### src/rtl/sd_cmd_seq.sv
// sd_cmd_seq: SPI-mode SD command sequencer with CRC7 framing, response capture, R1b busy wait and retry
module sd_cmd_seq #(
  parameter int PRE_CLKS = 8,
  parameter int RESP_W = 40,
  parameter int TIMEOUT = 2000,
  parameter int MAX_RETRY = 2
) (
  input logic clk,
  input logic reset,
  input logic start,
  input logic [5:0] index,
  input logic [31:0] argument,
  input logic resp_long,
  input logic wait_busy,
  output logic busy,
  output logic finish,
  output logic timeout_err,
  output logic [3:0] retries_used,
  output logic [RESP_W-1:0] response,
  output logic DI,
  input logic DO
);
  typedef enum logic [2:0] {IDLE, PRE, SEND, WAIT_RESP, RECV, WAIT_BUSY, DONE} state_t;
  localparam int M0 = PRE_CLKS > TIMEOUT ? PRE_CLKS : TIMEOUT;
  localparam int M1 = M0 > RESP_W ? M0 : RESP_W;
  localparam int CW = $clog2((M1 > 48 ? M1 : 48) + 1);
  state_t state, state_n;
  logic [CW-1:0] cnt;
  logic [5:0] idx_q;
  logic [31:0] arg_q;
  logic long_q, wb_q;
  logic [RESP_W-3:0] sr;
  logic [39:0] msg;
  logic [6:0] crc;
  logic [47:0] frame;
  logic [5:0] bit_sel;
  logic pre_end, send_end, to_end, rx_end, can_retry;
  assign msg = {2'b01, idx_q, arg_q};
  assign frame = {msg, crc, 1'b1};
  assign bit_sel = 6'd47 - cnt[5:0];
  assign pre_end = cnt == CW'(PRE_CLKS - 1);
  assign send_end = cnt == CW'(47);
  assign to_end = cnt == CW'(TIMEOUT - 1);
  assign rx_end = cnt == (long_q ? CW'(RESP_W - 1) : CW'(7));
  assign can_retry = retries_used < 4'(MAX_RETRY);
  assign busy = state != IDLE;
  assign finish = state == DONE;
  assign DI = (state == SEND) ? frame[bit_sel] : 1'b1;
  always_comb begin
    crc = '0;
    for (int k = 39; k >= 0; k--) crc = {crc[5:0], 1'b0} ^ ((crc[6] ^ msg[k]) ? 7'h09 : 7'h00);
  end
  always_comb begin
    state_n = state;
    case (state)
      IDLE: state_n = start ? PRE : IDLE;
      PRE: state_n = pre_end ? SEND : PRE;
      SEND: state_n = send_end ? WAIT_RESP : SEND;
      WAIT_RESP: state_n = !DO ? RECV : !to_end ? WAIT_RESP : can_retry ? PRE : DONE;
      RECV: state_n = !rx_end ? RECV : wb_q ? WAIT_BUSY : DONE;
      WAIT_BUSY: state_n = (DO || to_end) ? DONE : WAIT_BUSY;
      DONE: state_n = start ? DONE : IDLE;
      default: state_n = IDLE;
    endcase
  end
  always_ff @(posedge clk) begin
    if (reset) begin
      state <= IDLE;
      cnt <= '0;
      idx_q <= '0;
      arg_q <= '0;
      long_q <= 1'b0;
      wb_q <= 1'b0;
      sr <= '0;
      response <= '0;
      timeout_err <= 1'b0;
      retries_used <= '0;
    end else begin
      state <= state_n;
      cnt <= (state == WAIT_RESP && !DO) ? CW'(1) : (state_n != state || state == IDLE || state == DONE) ? '0 : cnt + CW'(1);
      sr <= (state == RECV) ? {sr[RESP_W-4:0], DO} : '0;
      if (state == IDLE && start) begin
        idx_q <= index;
        arg_q <= argument;
        long_q <= resp_long;
        wb_q <= wait_busy;
        retries_used <= '0;
        timeout_err <= 1'b0;
      end
      if (state == WAIT_RESP && DO && to_end) begin
        if (can_retry) retries_used <= retries_used + 4'd1;
        else begin
          response <= '1;
          timeout_err <= 1'b1;
        end
      end
      if (state == RECV && rx_end) response <= {1'b0, sr, DO};
      if (state == WAIT_BUSY && !DO && to_end) timeout_err <= 1'b1;
    end
  end
endmodule
### config.mk
export PLATFORM = sky130hd
export DESIGN_NAME = sd_cmd_seq
export DESIGN_NICKNAME = d
export VERILOG_FILES = /design/src/rtl/sd_cmd_seq.sv
export SDC_FILE = /design/constraint.sdc
export NUM_CORES = 1
export LEC_CHECK = 0
export CAP_MARGIN = 20
export CORE_ASPECT_RATIO = 0.5
export CORE_MARGIN = 3
export CORE_UTILIZATION = 45
export DETAILED_ROUTE_END_ITERATION = 10
export PLACE_DENSITY = 0.67
export SYNTH_ARGS = -nofsm -noshare
export SYNTH_HDL_FRONTEND = slang
export SYNTH_SLANG_ARGS = --single-unit
### constraint.sdc
create_clock -name clk -period 3.6 [get_ports clk]
set_clock_uncertainty 0.15 [all_clocks]
set_input_delay 0.54 -clock clk [delete_from_list [all_inputs] [get_ports clk]]
set_output_delay 0.54 -clock clk [all_outputs]
set_load 0.02 [all_outputs]
==> results of run 1 <==
==> cell usage in the layout, fill, tap and decap left out, types with 5 or more instances in the layout <==
master / n
sky130_fd_sc_hd__xnor3_1: 7
sky130_fd_sc_hd__dfxtp_1: 136
sky130_fd_sc_hd__clkdlybuf4s50_1: 89
sky130_fd_sc_hd__buf_4: 58
sky130_fd_sc_hd__clkbuf_16: 17
sky130_fd_sc_hd__xnor2_1: 38
sky130_fd_sc_hd__nand2_1: 91
sky130_fd_sc_hd__a21oi_1: 45
sky130_fd_sc_hd__nor2_1: 52
sky130_fd_sc_hd__inv_1: 8
sky130_fd_sc_hd__and2_1: 40
sky130_fd_sc_hd__ha_1: 5
sky130_fd_sc_hd__nor2_2: 10
sky130_fd_sc_hd__xor2_1: 18
sky130_fd_sc_hd__nor3_1: 90
sky130_fd_sc_hd__nand3_1: 5
sky130_fd_sc_hd__mux4_2: 11
sky130_fd_sc_hd__inv_8: 5
==> flip-flops by register name, summed over array words and instances (netlist names) <==
register	cells
cnt	11
retries_used	4
long_q	1
response	40
wb_q	1
state	3
timeout_err	1
arg_q	32
idx_q	6
sr	38
==> final timing paths <==
check / startpoint / end / slack [ns] / depth (start not counted)
worst max-delay path: idx_q[1] / DI / -0.39 / 10
worst min-delay path: sr[4] / sr[5] / 0.31 / 1
worst max register to register: cnt[0] / cnt[3] / 0.22 / 13
worst min register to register: sr[4] / sr[5] / 0.31 / 1
==> kinds of logic (layout without fill, tap and decap cells) <==
family,Yosys count,in the layout,synth area share [%]
AOI/OAI and AO/OA,68,68,6.90
buffers and inverters,54,191,3.54
xor gates and xnor gates,73,73,13.4
DFF,137,137,45.2
muxes,16,16,4.93
adders and majority gates,5,5,1.03
and+or+nand+nor,315,315,25.1
==> synthesized netlist by cell type, drive strengths merged, types with 2 or more instances <==
cell    number  area (um2)
nor2b        2        12.5
mux2i        4        40.0
dfxtp      137        2740
o31ai        2        15.0
inv          8        30.0
buf          4        23.8
nand2b       3        18.8
xor2        19         174
a21oi       45         225
xnor2       44         408
nand4        2        12.5
ha           5        62.6
or4          3        22.5
o21ai        6        37.5
xnor3       10         229
or3          4        25.0
nand2       91         342
nor2        62         255
a31oi        2        12.5
a21o         3        22.5
clkbuf      42         161
nor4         3        25.0
nor3        91         455
mux4        11         248
and2        40         250
nor3b        2        15.0
a22oi        2        15.0
nand3        6        35.0
==> power by group through the flow <==
stage	Combinational (mW)	Sequential [mW]	Clock, mW
after CTS	1.19	1.58	1.75
after global routing	1.29	1.58	1.83
final	1.19	1.58	1.72
after global placement	1.12	1.61	0
after detailed placement	1.15	1.61	0
after floorplan	0.796	1.60	0
==> final cells by class <==
class	instances	area share [%]
clock inverter	14	1.89
tap	170	2.62
sequential	137	33.8
inverter	8	0.370
multi-input combinational	477	39.1
clock buffer	18	5.28
timing repair buffer	151	17.0
==> metrics by stage <==
| step | total power [mW] | hold slack (ns) | cell area [um2] |
|---|---|---|---|
| after floorplan | 2.40 | 0.281 | 6070 |
| after global placement | 2.72 | 0.286 | 7470 |
| after detailed placement | 2.76 | 0.292 | 7470 |
| after CTS | 4.52 | 0.309 | 8100 |
| after global routing | 4.70 | 0.319 | 8130 |
| final | 4.49 | 0.305 | 8130 |
==> routing by layer <==
metal	up-vias	GRT usage (%)	part of all wire, %
li1	2509	-	-
met1	2331	27.6	49
met2	98	33.1	46
met3	12	5.18	4.2
met4	0	6.55	0.80
met5	-	0	0
==> what timing repair did <==
action,CTS,global route
setup buffers,1,0
pin swaps,5,0
resized for setup,12,1
setup endpoints to repair,1,1
==> worst reg2reg max path: stages, from the launching register on <==
cell,delay [ns]
sky130_fd_sc_hd__dfxtp_1,0.41
sky130_fd_sc_hd__buf_4,0.18
sky130_fd_sc_hd__buf_4,0.20
sky130_fd_sc_hd__ha_1,0.23
sky130_fd_sc_hd__nand2_1,0.14
sky130_fd_sc_hd__nor4_1,0.63
sky130_fd_sc_hd__nor3_1,0.09
sky130_fd_sc_hd__a211oi_1,0.33
sky130_fd_sc_hd__nand2b_1,0.13
sky130_fd_sc_hd__a21o_1,0.17
sky130_fd_sc_hd__a32oi_1,0.20
sky130_fd_sc_hd__or3_1,0.14
sky130_fd_sc_hd__buf_4,0.20
sky130_fd_sc_hd__nor2_2,0.07
==> run summary, run 1 <==
TIMING
------------------------------------------------------------------------------------
Setup tns final                                                            -0.392 ns
Least setup slack across all paths after layout                            -0.392 ns
Maximum operating frequency                                                0.251 GHz
Final Slew Violations                                                              0
Least-Margin Pin Slew                                                       0.760 ns
Final hold violations                                                              0
Max-slew headroom                                                              49.3%
Period minus WS final                                                        3.99 ns
Tcrit/Tclk final                                                                111%
Final setup violation count                                                        1
Unrepaired setup endpoints after global routing                                 true

GLOBAL ROUTE
------------------------------------------------------------------------------------
GRT Resource Usage Total                                                       20.6%
Antenna violations before repair                                                   0
Pin count of the biggest net entering global routing                              70
Via count of the first global-routing pass                                     4,825
Wire length of the first global-routing pass                                 24.4 mm
Overflow left after global routing                                                 0

PLACED DESIGN
------------------------------------------------------------------------------------
Post-placement setup slack                                                 -0.537 ns
Half-perimeter wire length after detailed placement                          9.98 mm
Cell count after placement                                                       941
Count of buffers from port buffering                                              91
Gpl congestion                                                                 0.840

LOGIC SYNTHESIS
------------------------------------------------------------------------------------
Total standard cell area after synthesis                                 0.00607 mm2
Asr flop ratio synth                                                              0%
Most used flip-flop cell after synthesis                                sky130_fd_sc_hd__dfxtp_1
Instance count of the mapped netlist                                             668
Count of distinct cell types in the synthesized netlist                           54
Number of warning messages in the yosys log                                        0
Syn Nets                                                                         717
Register bit count reported by yosys                                             137
Sequential share of the synthesized area                                       45.2%
Number of enable-type register cells in the synthesized netlist                    0
Mean Syn Cell Area                                                          9.09 um2

CTS
------------------------------------------------------------------------------------
Number of buffers inserted during clock tree synthesis                            17
Latest clock arrival within the worst-skew pair                              0.41 ns
Maximum root-to-sink buffer count                                                  2
Clock sink total                                                                 137
Maximum level of the CTS H-tree                                                    4
Clock-pin transition on the worst setup and hold timing paths                0.06 ns
Cell at the root of the clock tree                                      sky130_fd_sc_hd__clkbuf_16
Number of buffers inserted for hold repair after clock tree synthesis              0
TritonCTS clock tree                                                             yes

CRITICAL PATH
------------------------------------------------------------------------------------
Critical Path Max Stage Delay                                                0.45 ns
Cell family contributing the most delay on the critical path            XOR/XNOR gates
Arrival time of data at the critical path endpoint                           3.30 ns
Startpoint class of the critical path                                      flip-flop
Critical setup path kind                                                flip-flop to output pin
Critical path cell sequence                                             xnor3_2 > xnor3_2 > buf_4 > xnor2_4 > xor2_1 > xnor2_1 > mux2_4 > and4bb_2 > a2111oi_4 > buf_4
Crit path max-delay cell type                                           sky130_fd_sc_hd__xnor3_2
Crit. End Element                                                         output pin
Required time reported for the critical path endpoint                        2.91 ns
Max FO, Critical Path                                                              2
Buffering stage count on the worst path with inverters included                    2

FINAL LAYOUT
------------------------------------------------------------------------------------
Nets                                                                             841
Relative area change from synthesis to final layout                            33.8%
Post-layout utilization of the core                                            62.9%
Footprint of the flip-flops and latches                                  0.00274 mm2
FILL cells                                                                     1,122
Multi-input combinational cell area                                      0.00318 mm2
Count of placed standard cells in the final layout, fillers left out             975
Fraction of final layout cells sized beyond drive strength 1                   16.6%
Antenna cell count                                                                 0

OUTCOME
------------------------------------------------------------------------------------
Violations in the final reports                                         setup timing
Run status                                                              complete, but fails checks

DIE
------------------------------------------------------------------------------------
Height of the die                                                            88.1 um
Boundary pin count                                                                92
Placeable core region                                                     0.0129 mm2
Initial standard-cell utilization of the core                                  47.0%
Horizontal die dimension                                                      170 um
Area enclosed by the die boundary                                         0.0150 mm2
Std cell rows                                                                     29

PWR
------------------------------------------------------------------------------------
Worst-case vdd ir drop                                                      0.340 mV
Switching component of the power                                             1.27 mW
Internal power component                                                     3.22 mW
Combinational share of power                                                   26.6%
Power density over cell area                                              553 mW/mm2
Share of power burned in registers                                             35.1%
Switching part of the total power                                              28.2%
Leakage power                                                                3.22 nW
Proportion of power drawn by the clock network                                 38.3%

ROUTE
------------------------------------------------------------------------------------
DR DRC count                                                                       0
Count of nets left with antenna violations after detail routing                    0
Total iterations of the first detailed-routing run                                 5
Per-cell routed wire length                                                  15.1 um
Count of vias placed by the detailed router                                    4,950
Detailed Route Iter0 Violations                                                  234
Detailed-route vias per instance                                                5.08
Routed wire length                                                           14.7 mm

RUN
------------------------------------------------------------------------------------
Max-cap viol count                                                                 0

MIN PATH
------------------------------------------------------------------------------------
Worst min path class                                                    flip-flop to flip-flop

Note: power is estimated with default switching activity, not from simulation.
==> run 2, diff against run 1 <==
- PLACE_DENSITY: 0.67 -> 0.71
==> run summary, run 2 (same netlist as run 1, synthesis figures left out) <==
CRITICAL PATH
------------------------------------------------------------------------------
Critical Path Max Stage Delay                                          0.42 ns
Worst Reg2Reg Path Length in Cells                                           9
Max FO, Critical Path                                                        3
R2R Path End                                                            cnt[8]
Buffering stage count on the worst path with inverters included              2
Crit. path cell count                                                       11
Critical setup path kind                                          flip-flop to output pin
R2R Path Start                                                        state[2]
CP Capture Point                                                            DI
Required time reported for the critical path endpoint                  2.91 ns
Arrival time of data at the critical path endpoint                     3.30 ns
Critical path cell sequence                                       xor2_2 > buf_4 > xnor3_2 > xnor2_2 > xnor3_2 > xnor3_1 > mux2_4 > nand3_2 > o21ai_2 > a2111oi_4 > buf_4
Crit. Startpoint                                                      idx_q[4]
Cell family contributing the most delay on the critical path      XOR/XNOR gates
Crit. End Element                                                   output pin
Crit path max-delay cell type                                     sky130_fd_sc_hd__xnor3_2
Startpoint class of the critical path                                flip-flop
Register-to-register path setup slack                                  0.35 ns

PWR
------------------------------------------------------------------------------
Worst-case vdd ir drop                                                0.271 mV
Power density over cell area                                        554 mW/mm2
Leakage power                                                          3.22 nW

FINAL LAYOUT
------------------------------------------------------------------------------
Post-Layout Inst Area                                              0.00814 mm2
Top reg by flops                                                      response
Antenna cell count                                                           0
Largest registers                                                 response (40), sr (38), arg_q (32)
Max FFs per register                                                        40
Fraction of final layout cells sized beyond drive strength 1             17.2%
Most used cells in the layout excluding fill and tap cells        135 x sky130_fd_sc_hd__dfxtp_1, 91 x sky130_fd_sc_hd__nand2_1, 90 x sky130_fd_sc_hd__nor3_1
Nets                                                                       842
Relative area change from synthesis to final layout                      34.1%
Leading cell type in the layout, fill and taps excluded           sky130_fd_sc_hd__dfxtp_1

DIE
------------------------------------------------------------------------------
Initial standard-cell utilization of the core                            47.0%
Boundary pin count                                                          92
Placeable core region                                               0.0129 mm2
Horizontal die dimension                                                170 um
Area enclosed by the die boundary                                   0.0150 mm2
Std cell rows                                                               29
Height of the die                                                      88.1 um

GLOBAL ROUTE
------------------------------------------------------------------------------
Antenna violations before repair                                             0
Wire length of the first global-routing pass                           24.6 mm
GRT Resource Usage Total                                                 20.6%
Pin count of the biggest net entering global routing                        56
Overflow left after global routing                                           0
Via count of the first global-routing pass                               4,998

PLACED DESIGN
------------------------------------------------------------------------------
Half-perimeter wire length after detailed placement                    9.90 mm
Post-placement setup slack                                           -0.533 ns
Count of buffers from port buffering                                        91
DP Area                                                            0.00744 mm2
Gpl congestion                                                           0.854

ROUTE
------------------------------------------------------------------------------
Count of nets left with antenna violations after detail routing              0
Routed wire length                                                     14.6 mm
Total iterations of the first detailed-routing run                           4
DR DRC count                                                                 0
Detailed-route vias per instance                                          5.07
Per-cell routed wire length                                            14.9 um
Count of vias placed by the detailed router                              4,945
Detailed Route Iter0 Violations                                            289

CTS
------------------------------------------------------------------------------
Clock-pin transition on the worst setup and hold timing paths          0.06 ns
TritonCTS clock tree                                                       yes
Number of buffers inserted during clock tree synthesis                      17
Cell at the root of the clock tree                                sky130_fd_sc_hd__clkbuf_16
Maximum level of the CTS H-tree                                              4
Clock sink total                                                           137
Maximum root-to-sink buffer count                                            2
Latest clock arrival within the worst-skew pair                        0.41 ns

TIMING
------------------------------------------------------------------------------
Tcrit/Tclk final                                                          111%
Final setup violation count                                                  1
Max-slew headroom                                                        57.7%
Least setup slack across all paths after layout                      -0.389 ns
Period minus WS final                                                  3.99 ns
Unrepaired setup endpoints after global routing                           true
Setup tns final                                                      -0.389 ns
Maximum operating frequency                                          0.251 GHz
Final hold violations                                                        0
Final Slew Violations                                                        0
Least-Margin Pin Slew                                                 0.629 ns

OUTCOME
------------------------------------------------------------------------------
Violations in the final reports                                   setup timing
Run status                                                        complete, but fails checks

MIN PATH
------------------------------------------------------------------------------
Hold Crit Depth                                                              1
Worst min path class                                              flip-flop to flip-flop

RUN
------------------------------------------------------------------------------
Max-cap viol count                                                           0

run 2: stage by stage:
| stage | utilization [%] | instances | hold slack, ns | power, mW |
|---|---|---|---|---|
| global route | 63.0 | 976 | 0.326 | 4.73 |
| CTS | 62.9 | 975 | 0.311 | 4.55 |
| finish | 63.0 | 976 | 0.308 | 4.51 |
| detailed placement | 57.6 | 937 | 0.290 | 2.72 |
| global placement | 57.6 | 937 | 0.286 | 2.70 |
| floorplan | - | 668 | 0.281 | 2.40 |
run 2: power breakdown:
| part | total (mW) | internal (mW) | switching (mW) |
|---|---|---|---|
| clock network | 1.79 | 1.05 | 0.737 |
| logic | 1.15 | 0.660 | 0.485 |
| registers | 1.58 | 1.55 | 0.0312 |
run 2: metal layers:
layer / wire (um) / GRT usage, % / part of all wire (%)
met5: 0 / 0 / 0
met1: 6990 / 27.3 / 48
met4: 112 / 5.15 / 0.77
met2: 6900 / 35.0 / 47
met3: 595 / 4.33 / 4.1
run 2: cell type report:
type                       count  area (um2)
timing repair buffer         152        1380
inverter                       8        30.0
clock inverter                15         183
multi-input combinational    477        3160
clock buffer                  17         425
tap                          170         213
fill                        1066        4780
sequential                   137        2750
run 2: worst min path at each step:
| stage | startpoint | to | slack (ns) |
|---|---|---|---|
| final | sr[33] | sr[34] | 0.31 |
| after global placement | sr[34] | sr[35] | 0.29 |
| after detailed placement | sr[27] | sr[28] | 0.29 |
| after floorplan | sr[9] | sr[10] | 0.28 |
| after global routing | sr[27] | sr[28] | 0.33 |
| after CTS | sr[33] | sr[34] | 0.31 |
run 2: timing repair:
| item | 4_1_cts | 5_1_grt |
|---|---|---|
| endpoints found under the setup margin | 1 | 1 |
| resized for setup | 13 | 1 |
| pin swaps | 10 | 0 |
| hold buffers | 0 | 0 |
| buffers inserted | 6 | 0 |
